==> config.mk <==
export PLATFORM = sky130hd
export DESIGN_NAME = xif_coproc_responder
export DESIGN_NICKNAME = d
export VERILOG_FILES = /design/src/rtl/xif_coproc_responder.sv
export SDC_FILE = /design/constraint.sdc
export NUM_CORES = 1
export LEC_CHECK = 0
export CAP_MARGIN = 15
export CORE_MARGIN = 1.5
export CORE_UTILIZATION = 23
export CTS_BUF_LIST = sky130_fd_sc_hd__clkbuf_8
export CTS_CLUSTER_SIZE = 14
export DETAILED_ROUTE_END_ITERATION = 7
export GPL_TIMING_DRIVEN = 0
export PLACE_DENSITY = 0.46
export SLEW_MARGIN = 20
export SYNTH_ARGS = -nofsm -noshare
export SYNTH_HDL_FRONTEND = slang
export SYNTH_SLANG_ARGS = --single-unit
==> constraint.sdc <==
create_clock -name clk_i -period 4.6 [get_ports clk_i]
set_clock_uncertainty 0.2 [all_clocks]
set_input_delay 0.46 -clock clk_i [delete_from_list [all_inputs] [get_ports clk_i]]
set_output_delay 0.46 -clock clk_i [all_outputs]
set_load 0.01 [all_outputs]
==> src/rtl/xif_coproc_responder.sv <==
`default_nettype none
// +----------------------------------------------------------------------------+
// | Module   : xif_coproc_responder                                            |
// | Brief    : CORE-V-XIF coprocessor responder for custom-0 instructions.     |
// |            Executes a saturating add (1 cycle) or a radix-2 shift-add      |
// |            32x32 multiply (32 cycles), one instruction in flight.          |
// | Options  : XIF_COPROC_MAC_EN adds a 32-bit accumulator with MAC (010) and  |
// |            ACCCLR (011); undefined, those encodings are rejected.          |
// | Revision : 1.0 - initial release                                           |
// +----------------------------------------------------------------------------+
module xif_coproc_responder #(
  parameter int unsigned X_ID_WIDTH = 4,
  parameter logic [6:0]  OPCODE     = 7'h0B
) (
  input  logic                  clk_i,
  input  logic                  rst_ni,
  input  logic                  issue_valid_i,
  output logic                  issue_ready_o,
  input  logic [31:0]           issue_instr_i,
  input  logic [X_ID_WIDTH-1:0] issue_id_i,
  input  logic [31:0]           issue_rs0_i,
  input  logic [31:0]           issue_rs1_i,
  input  logic [1:0]            issue_rs_valid_i,
  output logic                  issue_accept_o,
  output logic                  issue_writeback_o,
  input  logic                  commit_valid_i,
  input  logic [X_ID_WIDTH-1:0] commit_id_i,
  input  logic                  commit_kill_i,
  output logic                  result_valid_o,
  input  logic                  result_ready_i,
  output logic [X_ID_WIDTH-1:0] result_id_o,
  output logic [31:0]           result_data_o,
  output logic [4:0]            result_rd_o,
  output logic                  result_we_o
);

  typedef enum logic [1:0] {
    S_IDLE        = 2'd0,
    S_WAIT_COMMIT = 2'd1,
    S_EXEC        = 2'd2,
    S_RESULT      = 2'd3
  } state_t;

  localparam logic [2:0] c_F3_ADDSAT = 3'b000;
  localparam logic [2:0] c_F3_MUL    = 3'b001;
  localparam logic [2:0] c_F3_MAC    = 3'b010;
  localparam logic [2:0] c_F3_ACCCLR = 3'b011;
  localparam logic [5:0] c_MUL_LAST  = 6'd31;

  state_t                r_state;
  logic [X_ID_WIDTH-1:0] r_id;
  logic [4:0]            r_rd;
  logic [2:0]            r_funct3;
  logic [31:0]           r_mcand;        // rs1, shifted left each multiply step
  logic [31:0]           r_mplier;       // rs2, shifted right each multiply step
  logic [31:0]           r_prod;         // running low 32 bits of the product
  logic [5:0]            r_count;
  logic                  r_result_valid;
  logic [31:0]           r_result_data;

  logic [2:0]  w_funct3;
  logic        w_f3_ok;
  logic        w_accept;
  logic        w_take;
  logic        w_issue_commit;
  logic        w_pending_commit;
  logic        w_is_mult;
  logic [32:0] w_sum;
  logic [31:0] w_addsat;
  logic [31:0] w_partial;
  logic [31:0] w_mult_result;
  logic [31:0] w_single_result;
  logic        w_unused;

  assign w_funct3 = issue_instr_i[14:12];

`ifdef XIF_COPROC_MAC_EN
  assign w_f3_ok = (w_funct3[2] == 1'b0);
`else
  assign w_f3_ok = (w_funct3[2:1] == 2'b00);
`endif

  assign w_accept          = (issue_instr_i[6:0] == OPCODE) &&
                             (issue_instr_i[31:25] == 7'd0) && w_f3_ok;
  assign issue_accept_o    = w_accept;
  assign issue_writeback_o = w_accept;

  // Ready is forced low while reset is held even though the state already reads IDLE
  assign issue_ready_o = rst_ni && (r_state == S_IDLE) && (issue_rs_valid_i == 2'b11);

  assign w_take           = issue_valid_i && issue_ready_o && w_accept;
  assign w_issue_commit   = commit_valid_i && (commit_id_i == issue_id_i);
  assign w_pending_commit = commit_valid_i && (commit_id_i == r_id);

  // MUL and MAC share the iterative datapath; ADDSAT and ACCCLR finish in one EXEC cycle
  assign w_is_mult = (r_funct3 == c_F3_MUL) || (r_funct3 == c_F3_MAC);

  assign w_sum     = {1'b0, r_mcand} + {1'b0, r_mplier};
  assign w_addsat  = w_sum[32] ? 32'hFFFF_FFFF : w_sum[31:0];
  assign w_partial = r_prod + (r_mplier[0] ? r_mcand : 32'd0);

`ifdef XIF_COPROC_MAC_EN
  logic [31:0] r_acc;
  logic [31:0] w_acc_sum;

  assign w_acc_sum       = r_acc + w_partial;
  assign w_mult_result   = (r_funct3 == c_F3_MAC) ? w_acc_sum : w_partial;
  assign w_single_result = (r_funct3 == c_F3_ACCCLR) ? r_acc : w_addsat;

  // Accumulator only moves in EXEC, so a killed MAC or ACCCLR never touches it
  always_ff @(posedge clk_i or negedge rst_ni) begin
    if (!rst_ni) begin
      r_acc <= '0;
    end else if (r_state == S_EXEC) begin
      if ((r_funct3 == c_F3_MAC) && (r_count == c_MUL_LAST)) begin
        r_acc <= w_acc_sum;
      end else if (r_funct3 == c_F3_ACCCLR) begin
        r_acc <= '0;
      end
    end
  end
`else
  assign w_mult_result   = w_partial;
  assign w_single_result = w_addsat;
`endif

  // Register-source fields of the instruction are not needed by this unit
  assign w_unused = ^{issue_instr_i[24:15]};

  // Issue capture, commit tracking, iterative execution and result hold
  always_ff @(posedge clk_i or negedge rst_ni) begin
    if (!rst_ni) begin
      r_state        <= S_IDLE;
      r_id           <= '0;
      r_rd           <= '0;
      r_funct3       <= '0;
      r_mcand        <= '0;
      r_mplier       <= '0;
      r_prod         <= '0;
      r_count        <= '0;
      r_result_valid <= 1'b0;
      r_result_data  <= '0;
    end else begin
      case (r_state)
        S_IDLE: begin
          if (w_take) begin
            r_id     <= issue_id_i;
            r_rd     <= issue_instr_i[11:7];
            r_funct3 <= w_funct3;
            r_mcand  <= issue_rs0_i;
            r_mplier <= issue_rs1_i;
            r_prod   <= '0;
            r_count  <= '0;
            if (w_issue_commit) begin
              r_state <= commit_kill_i ? S_IDLE : S_EXEC;
            end else begin
              r_state <= S_WAIT_COMMIT;
            end
          end
        end
        S_WAIT_COMMIT: begin
          if (w_pending_commit) begin
            r_state <= commit_kill_i ? S_IDLE : S_EXEC;
          end
        end
        S_EXEC: begin
          if (w_is_mult) begin
            r_prod   <= w_partial;
            r_mcand  <= {r_mcand[30:0], 1'b0};
            r_mplier <= {1'b0, r_mplier[31:1]};
            r_count  <= r_count + 6'd1;
            if (r_count == c_MUL_LAST) begin
              r_count        <= '0;
              r_result_data  <= w_mult_result;
              r_result_valid <= 1'b1;
              r_state        <= S_RESULT;
            end
          end else begin
            r_result_data  <= w_single_result;
            r_result_valid <= 1'b1;
            r_state        <= S_RESULT;
          end
        end
        S_RESULT: begin
          if (result_ready_i) begin
            r_result_valid <= 1'b0;
            r_state        <= S_IDLE;
          end
        end
        default: r_state <= S_IDLE;
      endcase
    end
  end

  assign result_valid_o = r_result_valid;
  assign result_we_o    = r_result_valid;
  assign result_data_o  = r_result_data;
  assign result_id_o    = r_id;
  assign result_rd_o    = r_rd;

endmodule
`default_nettype wire

## Word level (Yosys, flattened, before mapping)

Index checks and enable logic that the tools add are counted.

| word-level totals | value |
|---|---|
| register bits after elaboration | 149 |
| input port bits | 112 |
| output and inout port bits | 46 |
| logic and storage cells | 77 |

| operators by class | value |
|---|---|
| $add $sub $neg | 3 |
| equality and inequality tests | 16 |
| mux-type cells | 29 |
| reductions and logical operators | 19 |

Operators with widths:

| kind | count |
|---|---|
| two-way mux 32 bit | 10 |
| one-hot mux 32 bit (2 select lines) | 3 |
| adder 32 x 32 -> 33 bit | 1 |
| adder 32 bit | 1 |
| two-way mux 6 bit | 3 |
| two-way mux 2 bit | 7 |
| one-hot mux 6 bit (2 select lines) | 1 |
| equality test 4 bit | 2 |
| logical AND 1 bit | 8 |
| != test 2 bit (second input constant) | 4 |
| one-hot mux 2 bit (4 select lines) | 1 |
| equality test 7 x 4 -> 1 bit (second input constant) | 1 |
| logical NOT 7 bit | 1 |
| adder 6 x 1 -> 6 bit (second input constant) | 1 |
| equality test 2 bit (second input constant) | 3 |
| equality test 6 x 5 -> 1 bit (second input constant) | 1 |
| AND reduction 3 bit | 2 |
| logical NOT 2 bit | 2 |
| AND reduction 2 bit | 2 |
| AND reduction 4 bit | 1 |
| nonzero test 2 bit | 2 |
| equality test 3 x 1 -> 1 bit (second input constant) | 1 |
| equality test 3 x 2 -> 1 bit (second input constant) | 1 |
| two-way mux 1 bit | 3 |
| other kinds (5) | 5 |

## Longest topological paths before layout

Gate-level depths: netlist of the first run.

| logic depth | value |
|---|---|
| word-level depth | 7 |
| mapped depth | 13 |
| gate-level depth less buffers | 12 |

## Least setup slack after synthesis of the first run

OpenSTA, ideal clock, no wires.

| path | value |
|---|---|
| kind | reg2reg |
| from | register r_mplier[0] |
| to | register r_result_data[31] (netlist: result_data_o[31]) |
| library setup time | 122 ps |
| data arrival time | 3,106 ps |
| data required time | 4,278 ps |
| slack | 1,173 ps |
| cell stages (with the launch flop) | 13 |
| buffers on the path | 1 |
| clock period less this slack | 3,427 ps |
| cells stage by stage | dfrtp_1 > clkbuf_1 > and2_1 > ha_1 > a21o_1 > a31oi_1 > a21boi_2 > a41oi_4 > o211ai_4 > a221oi_4 > nor3_2 > or4b_1 > a32o_1 |

| between the ends | value |
|---|---|
| longest elaborated chain between the ends | 4 |
| elaborated cells between the ends (all ways) | 6 |
| those cells by class | 2 x add/sub; 4 x mux |

RTL lines:

| what | line | source |
|---|---|---|
| start, declared | 55 | `logic [31:0] r_mplier;` |
| start signal, assigned | 151 | `r_mplier <= issue_rs1_i;` |
| start signal, assigned | 170 | `r_mplier <= {1'b0, r_mplier[31:1]};` |
| two-way mux 32 bit | 100 | `assign w_partial = r_prod + (r_mplier[0] ? r_mcand : 32'd0);` |
| adder 32 bit | 100 |  |
| two-way mux 32 bit | 172 | `if (r_count == c_MUL_LAST) begin` |
| two-way mux 32 bit (*) | 167 | `if (w_is_mult) begin` |
| end signal, assigned | 174 | `r_result_data <= w_mult_result;` |
| end signal, assigned | 179 | `r_result_data <= w_single_result;` |
| end, declared | 59 | `logic [31:0] r_result_data;` |

Every way passes the cells marked *; elsewhere a longest branch is shown, timed or not. The select of a mux whose other input is x is not followed.
A chain may end at the register's enable or synchronous reset.

## Final worst setup path of the first run

| path | value |
|---|---|
| from | register r_mcand[1] |
| to | register r_result_data[6] (netlist: result_data_o[6]) |

| between the ends | value |
|---|---|
| longest elaborated chain between the ends | 4 |
| elaborated cells between the ends (all ways) | 6 |
| those cells by class | 2 x add/sub; 4 x mux |

RTL lines:

| what | line | source |
|---|---|---|
| start, declared | 54 | `logic [31:0] r_mcand;` |
| start signal, assigned | 150 | `r_mcand <= issue_rs0_i;` |
| start signal, assigned | 169 | `r_mcand <= {r_mcand[30:0], 1'b0};` |
| two-way mux 32 bit | 100 |  |
| adder 32 bit | 100 |  |
| two-way mux 32 bit | 172 |  |
| two-way mux 32 bit (*) | 167 |  |

Marks and branches as above.

==> results.yml, run 1 <==
grt:
  track_usage_pct: 16.5
  antenna_found_initial: 0
  grt_max_degree: 52
  globalRoute.totalOverflow: 0
  first_global_vias: 9429
  grt_pass1_wl_um: 55200
logic_synthesis:
  async_flop_share_pct: 100
  ys_ff_latch: 149
  yosysWarningCount: 0
  synth_edf_count: 0
  synth_nets: 1354
  synth_ff_type: "dfrtp_1"
  syn_inst: 1176
  yosysSeqAreaShare_pct: 38.0
  synth.distinct_cells: 66
  syn-cell-area_um2: 9810
  syn_area_per_cell_um2: 8.34
cts:
  cts_root_buf: "clkbuf_8"
  cts_tree: "built"
  cts_buffers: 17
  clockBufferDepth: 2
  hold_buffers: 1
  clk_pin_slew_worst_paths_ns: 0.08
  htreeDepth: 4
  post_cts_buffers: 0
  insertion_delay_ns: 0.48
  cts_resized: 0
  cts.sinks: 149
die:
  start_util_pct: 23.3
  io_pins: 158
  core_area_um2: 42000
  die_h_um: 210
  num_rows: 75
  fp.dieArea_um2: 43900
  fp.dieW_um: 210
critical_path:
  r2r_cells: 10
  crit_path_top_delay_cell: "nand3_1"
  crit_path_end_kind: "flop"
  cp_num_buf_inv: 1
  worstReg2RegStart: "r_mcand[1]"
  cp_common_cell: "o21ai_0"
  startpoint_type: "flop"
  r2r_end: "result_data_o[6]"
  cp_cell_sequence: "ha_1 > a211oi_1 > nor2_1 > o41ai_2 > o22ai_1 > a22oi_1 > nand3_1 > clkbuf_1 > o21ai_0 > o21ai_0"
  critPathLaunch: "r_mcand[1]"
  max_stage_delay_ns: 0.48
  path_max_fanout: 10
  cp_top_family: "compound AO/OA/AOI/OAI gates"
  worstPathRequired_ns: 4.74
  worstSetupPathType: "reg -> reg"
  r2r_slack_ns: 0.44
  arrival_ns: 4.30
layout:
  drive_above_1_share_pct: 4.79
  syn_to_final_growth_pct: 26.7
  fin_util_pct: 29.6
  fin_nets: 1523
  design_area_um2: 12400
power:
  vdd_drop_max_uv: 157
  p_per_area_nw_per_um2: 204
  power.leakage_nw: 4.87
  p_total_mw: 2.54
placement:
  place_hpwl_um: 28500
  numPortBuffers: 147
  place_congestion: 0.864
  placed_cell_area_um2: 12000
  pre_cts_ws_ns: 0.439
sta:
  worst_slew_pin_slew_ns: 1.00
  rsz0062_at_grt: "false"
  min_period_ns: 4.16
  relSlewSlack_pct: 32.9
  fin_ws_ns: 0.443
  hold_ws_ns: 0.282
  max_freq_mhz: 241
  setup_viol: 0
  fin_crit_sh_pct: 90.4
  finalMaxSlewViolations: 0
  finalHoldViolCount: 0
routing:
  ant_nets: 0
  drc: 0
  num_vias: 9304
  vias_per_cell: 4.91
  wire_per_inst_um: 18.8
  wirelength_um: 35600
  detail_route.first_pass.iterations: 5
  drt_iter0_drc: 574
hold_path:
  hold_path.class: "in -> async"
run_status:
  status: "completed"
flow_run:
  cap_violations: 0
-- synth_stat cells (14+ instances only) --
cell type,count,area share (%)
nand2_1,235,9.0
dfrtp_1,149,38
nor2_1,110,4.2
o21ai_0,79,4.0
a21oi_1,69,3.5
a31oi_1,68,4.3
ha_1,65,8.3
clkbuf_1,55,2.1
xnor2_1,37,3.3
and2_1,33,2.1
o22ai_1,27,1.7
xor2_1,25,2.2
a21o_1,20,1.5
nand4_1,15,0.96
nand3_1,14,0.71
nor3_1,14,0.71
-- stage by stage --
stage / instances / setup TNS [ns]
4_1_cts: 1895 / 0
6_report: 1896 / 0
3_5_place_dp: 1864 / 0
3_3_place_gp: 1862 / -1085.29
5_1_grt: 1895 / 0
2_1_floorplan: 1176 / 0
-- cells in the final DEF (no fill, tap or decap), drive strengths merged, types with 3 or more instances in the layout --
cell type,n
a211oi,9
a21boi,5
a21o,20
a21oi,69
a221oi,5
a22o,6
a2bb2oi,3
a31oi,68
a41oi,4
and2,34
buf,14
bufinv,3
clkbuf,74
clkdlybuf4s50,146
clkinv,4
dfrtp,149
ha,65
inv,10
mux2,13
nand2,235
nand2b,8
nand3,14
nand4,15
nor2,110
nor2b,13
nor3,15
nor4,5
o211ai,4
o21a,5
o21ai,80
o21bai,10
o22ai,27
o31ai,7
o41ai,5
or2,4
or3,4
xnor2,37
xor2,25
-- sequential cells by signal, summed over array words and instances, names as in the netlist --
name and count:
result_valid_o 1, result_rd_o 5, r_state 2, r_mcand 32
r_mplier 32, r_count 6, r_funct3 3, result_id_o 4
result_data_o 32, r_prod 32
-- worst reg2reg max path, stage by stage, from the launching register on --
cell and delay [ns]:
dfrtp_1 0.43, ha_1 0.40, a211oi_1 0.34, nor2_1 0.18, o41ai_2 0.44, o22ai_1 0.23, a22oi_1 0.26, nand3_1 0.48
clkbuf_1 0.45, o21ai_0 0.48, o21ai_0 0.14
-- worst max path at each step --
stage	endpoint	slack, ns	depth (start not counted)
2_1_floorplan	result_data_o[31]	1.17	12
3_3_place_gp	r_mcand[29]	-4.89	10
3_5_place_dp	result_data_o[6]	0.44	10
4_1_cts	result_data_o[6]	0.42	10
5_1_grt	result_data_o[6]	0.19	10
6_report	result_data_o[6]	0.44	10
-- layer usage --
metal | up-vias | global-route usage, % | wire (µm)
li1 | 4532 | - | -
met1 | 4512 | 22.0 | 16700
met2 | 229 | 27.1 | 16700
met3 | 31 | 2.93 | 1640
met4 | 0 | 4.84 | 614
met5 | - | 0 | 0
-- layout make-up --
| cell class | count | area (µm²) |
|---|---|---|
| clock inverters | 11 | 136 |
| plain buffers | 66 | 259 |
| multi-input cells | 953 | 5790 |
| well taps | 539 | 674 |
| diodes | 1 | 2.50 |
| inverters | 8 | 30.0 |
| clock buffers | 19 | 262 |
| flip-flops and latches | 149 | 3730 |
| fillers | 4527 | 29600 |
| repair buffers | 150 | 1540 |
-- power breakdown --
group	total (mW)	switching (mW)	internal, mW
logic	0.145	0.0559	0.0894
registers	1.31	0.0000660	1.31
clock network	1.08	0.531	0.553
-- logic make-up (layout without fill, tap and decap cells) --
family	after synthesis	in the layout	share of synthesized area, %
other	0	1	0
and+or+nand+nor	469	469	21.0
adders and majority gates	66	66	8.50
muxes	14	14	1.59
DFF	149	149	38.0
AOI/OAI and AO/OA	342	342	22.4
xor gates and xnor gates	62	62	5.54
buffers and inverters	74	254	2.95
(Power assumes the default switching activity.)
==> run 2, diff against run 1 <==
SLEW_MARGIN = 10   (was 20)
==> results.yml, run 2 (synthesis results as in run 1) <==
run_status:
  status: "completed"
sta:
  min_period_ns: 4.19
  worst_slew_pin_slew_ns: 1.02
  finalMaxSlewViolations: 0
  rsz0062_at_grt: "false"
  max_freq_mhz: 239
  fin_ws_ns: 0.414
  finalHoldViolCount: 0
  relSlewSlack_pct: 31.7
  setup_viol: 0
  fin_crit_sh_pct: 91.0
critical_path:
  path_depth: 10
  cp_cell_sequence: "ha_1 > a211oi_1 > nor2_1 > o41ai_2 > o22ai_1 > a22oi_1 > nand3_1 > clkbuf_1 > o21ai_0 > o21ai_0"
  crit_path_top_delay_cell: "dfrtp_1"
  startpoint_type: "flop"
  cp_common_cell: "o21ai_0"
  r2r_cells: 10
  cp_num_buf_inv: 1
  max_stage_delay_ns: 0.54
  worstSetupPathType: "reg -> reg"
  worstPathRequired_ns: 4.73
  crit_path_end_kind: "flop"
  arrival_ns: 4.32
  path_max_fanout: 10
  cp_top_family: "compound AO/OA/AOI/OAI gates"
layout:
  num_antenna_cells: 0
  design_area_um2: 12400
  finalNonFillerCells: 1894
  syn_to_final_growth_pct: 26.9
  final_cell_mix: "nand2_1, dfrtp_1, clkdlybuf4s50_1, nor2_1, o21ai_0"
  fin_nets: 1522
  drive_above_1_share_pct: 4.72
  layout_commonest_cell: "nand2_1"
  fin_util_pct: 29.6
routing:
  num_vias: 9260
  drt_iter0_drc: 644
  wire_per_inst_um: 19.0
  wirelength_um: 36000
  detail_route.first_pass.iterations: 5
  drc: 0
  vias_per_cell: 4.89
  ant_nets: 0
power:
  power.share.switching_pct: 22.6
  vdd_drop_max_uv: 165
  pwr-share-comb_pct: 5.3
  seqPwrFrac_pct: 49.2
  p_total_mw: 2.66
  intPower_mw: 2.06
  p_per_area_nw_per_um2: 214
  p_sw_mw: 0.600
  p_clk_share_pct: 45.4
  power.leakage_nw: 4.88
grt:
  grt_pass1_wl_um: 55200
  antenna_found_initial: 1
  grt_max_degree: 101
  track_usage_pct: 16.5
  first_global_vias: 9347
  globalRoute.totalOverflow: 0
cts:
  cts_root_buf: "clkbuf_8"
  cts_resized: 0
  clockBufferDepth: 2
  htreeDepth: 4
  cts_tree: "built"
  clk_pin_slew_worst_paths_ns: 0.09
  cts_buffers: 17
  insertion_delay_ns: 0.48
  cts.sinks: 149
  post_cts_buffers: 0
  hold_buffers: 1
hold_path:
  hold_path.class: "in -> async"
placement:
  place_congestion: 0.864
  placed_cell_area_um2: 12000
  numPortBuffers: 147
  place_inst: 1863
  pre_cts_ws_ns: 0.392
  place_hpwl_um: 28400
flow_run:
  cap_violations: 0
die:
  io_pins: 158
  fp.dieArea_um2: 43900
  core_area_um2: 42000
  start_util_pct: 23.3
  die_h_um: 210
  num_rows: 75
  fp.dieW_um: 210
-- run 2: worst paths after layout --
check / start / endpoint / slack (ns)
setup / recovery: r_mplier[0] / result_data_o[2] / 0.41
min in group clk_i: result_data_o[23] / result_data_o[23] / 0.29
hold reg to reg: result_data_o[23] / result_data_o[23] / 0.29
max in group asynchronous: rst_ni / r_prod[11] / 3.05
setup reg to reg: r_mplier[0] / result_data_o[2] / 0.41
hold / removal: rst_ni / result_rd_o[0] / 0.27
-- run 2: cell type report --
| class | instances | area, µm² |
|---|---|---|
| Buffer | 66 | 259 |
| Timing Repair Buffer | 149 | 1510 |
| Multi-Input combinational cell | 953 | 5790 |
| Tap cell | 539 | 674 |
| Clock inverter | 11 | 184 |
| Fill cell | 4527 | 29600 |
| Inverter | 8 | 30.0 |
| Sequential cell | 149 | 3730 |
| Clock buffer | 19 | 262 |
-- run 2: routing by layer --
metal | routed length [µm] | global-route usage, %
met1 | 17300 | 22.7
met2 | 16900 | 27.1
met3 | 1280 | 2.32
met4 | 547 | 4.12
met5 | 9 | 0
-- run 2: power groups by stage --
| stage | clock network, mW | registers (mW) | logic [mW] |
|---|---|---|---|
| after global routing | 1.28 | 1.31 | 0.157 |
| after global placement | 0 | 1.34 | 0.141 |
| after floorplan | 0 | 1.34 | 0.0174 |
| final | 1.21 | 1.31 | 0.142 |
| after CTS | 1.24 | 1.31 | 0.146 |
| after detailed placement | 0 | 1.33 | 0.145 |
-- run 2: worst reg2reg max path: cells and delay by family (launching register included) --
| family | cells | cell delay, ns |
|---|---|---|
| AOI/OAI and AO/OA | 6 | 1.88 |
| adders and majority gates | 1 | 0.27 |
| buffers and inverters | 1 | 0.46 |
| DFF | 1 | 0.54 |
| and+or+nand+nor | 2 | 0.68 |
-- run 2: stage by stage --
step | hold slack [ns] | setup TNS, ns
2_1_floorplan | -0.0356 | 0
3_3_place_gp | 0.265 | -1085.29
3_5_place_dp | 0.210 | 0
4_1_cts | 0.284 | 0
5_1_grt | 0.316 | 0
6_report | 0.273 | 0
==> run 3, diff against run 2 <==
PLACE_DENSITY = 0.47   (was 0.46)
clock period = 3.8 ns   (was 4.6 ns; I/O delays follow)
==> results.yml, run 3 (synthesis results as in run 1) <==
run_status:
  status: "completed"
placement:
  place_hpwl_um: 28100
  numPortBuffers: 147
  placed_cell_area_um2: 12000
  place_congestion: 0.861
cts:
  insertion_delay_ns: 0.48
  htreeDepth: 4
  cts_root_buf: "clkbuf_8"
  clk_pin_slew_worst_paths_ns: 0.10
  clockBufferDepth: 2
  cts_tree: "built"
  cts.sinks: 149
  cts_buffers: 17
sta:
  relSlewSlack_pct: 39.7
  fin_crit_sh_pct: 97.3
  finalMaxSlewViolations: 0
  worst_slew_pin_slew_ns: 0.901
  min_period_ns: 3.70
  rsz0062_at_grt: "true"
  finalHoldViolCount: 0
  setup_viol: 0
  max_freq_mhz: 270
grt:
  globalRoute.totalOverflow: 0
  first_global_vias: 9239
  antenna_found_initial: 0
  grt_pass1_wl_um: 55000
  grt_max_degree: 91
  track_usage_pct: 16.4
die:
  core_area_um2: 42000
  num_rows: 75
  fp.dieArea_um2: 43900
  start_util_pct: 23.3
  die_h_um: 210
  fp.dieW_um: 210
  io_pins: 158
critical_path:
  r2r_cells: 12
  worstPathRequired_ns: 3.98
  startpoint_type: "flop"
  path_max_fanout: 10
  crit_path_end_kind: "flop"
  worstSetupPathType: "reg -> reg"
  arrival_ns: 3.88
layout:
  design_area_um2: 12600
  layout_commonest_cell: "nand2_1"
  fillCellCount: 4514
  fin_util_pct: 29.9
  drive_above_1_share_pct: 6.90
  seq_area_um2: 3730
  fin_nets: 1528
  final_cell_mix: "nand2_1, dfrtp_1, clkdlybuf4s50_1, nor2_1, o21ai_0"
  multi_input_area_um2: 5900
  syn_to_final_growth_pct: 28.2
routing:
  num_vias: 9322
  wirelength_um: 35700
  ant_nets: 0
  wire_per_inst_um: 18.8
  drt_iter0_drc: 687
  detail_route.first_pass.iterations: 5
  vias_per_cell: 4.90
  drc: 0
power:
  intPower_mw: 2.28
  p_sw_mw: 0.750
  power.leakage_nw: 4.95
  pwr-share-comb_pct: 5.9
  power.share.switching_pct: 24.7
  vdd_drop_max_uv: 165
  p_clk_share_pct: 41.9
  seqPwrFrac_pct: 52.2
  p_per_area_nw_per_um2: 241
  p_total_mw: 3.03
hold_path:
  min_path_cells: 3
  hold_path.class: "in -> reg"
flow_run:
  cap_violations: 0
run 3: changes by cell type in the layout (fill, tap and decap cells not counted), moves of 3 or more:
cell        change
ha_1            -3
clkbuf_1        -5
ha_2            +3
clkinvlp_4      +5
bufinv_16       -3
buf_4           +5
o21ai_1         +5
o21ai_0         -5
run 3: metrics by stage:
stage               setup TNS [ns]  instances  hold WS [ns]  setup WS (ns)
floorplan                        0       1176        -0.116          0.373
global placement          -1280.38       1862         0.267          -5.62
detailed placement          -10.51       1863         0.261         -0.307
CTS                              0       1898         0.236        0.00676
global route               -0.0126       1902         0.255        -0.0126
finish                           0       1903         0.262          0.103
run 3: layout make-up:
class                   count  area share (%)
well taps                 539            5.36
repair buffers            155            12.6
multi-input cells         953            46.9
plain buffers              66            2.15
diodes                      1          0.0199
clock inverters            14            1.09
flip-flops and latches    149            29.7
inverters                   8           0.239
clock buffers              18            1.97
run 3: path summary, 6_finish.rpt:
check | start | slack [ns] | end
worst max-delay path | r_mplier[0] | 0.10 | result_data_o[31]
min in group asynchronous | rst_ni | 0.30 | r_count[5]
worst min register to register | result_data_o[16] | 0.28 | result_data_o[16]
max in group asynchronous | rst_ni | 2.65 | r_mcand[12]
worst min-delay path | issue_rs1_i[12] | 0.26 | r_mplier[12]
worst max register to register | r_mplier[0] | 0.10 | result_data_o[31]
run 3: routing by layer:
metal	vias up	track usage, %	part of all wire [%]
met3	27	2.60	3.9
met2	200	27.1	47
met4	0	4.54	1.7
met5	-	0	0
met1	4544	22.1	47
li1	4551	-	-
run 3: power by group through the flow:
stage / combinational (mW) / sequential (mW) / clock, mW
after global placement: 0.171 / 1.62 / 0
after global routing: 0.195 / 1.58 / 1.36
after floorplan: 0.0211 / 1.62 / 0
final: 0.178 / 1.58 / 1.27
after CTS: 0.182 / 1.58 / 1.30
after detailed placement: 0.175 / 1.62 / 0
run 3: what timing repair did:
action	CTS	global route
hold endpoints to repair	90	0
setup buffers	1	4
resized for setup	14	23
setup endpoints to repair	33	26
pin swaps	3	5
hold buffers	2	0
run 3: critical path, cell delays in order, from the launching register on:
cell and delay, ns:
dfrtp_2 0.49, clkbuf_4 0.20, and2_1 0.19, ha_2 0.32, a21o_1 0.21, a31oi_2 0.19, a21boi_2 0.11, a41oi_4 0.34
o211ai_4 0.15, a221oi_4 0.37, nor3_2 0.10, or4b_1 0.48, a32o_1 0.25
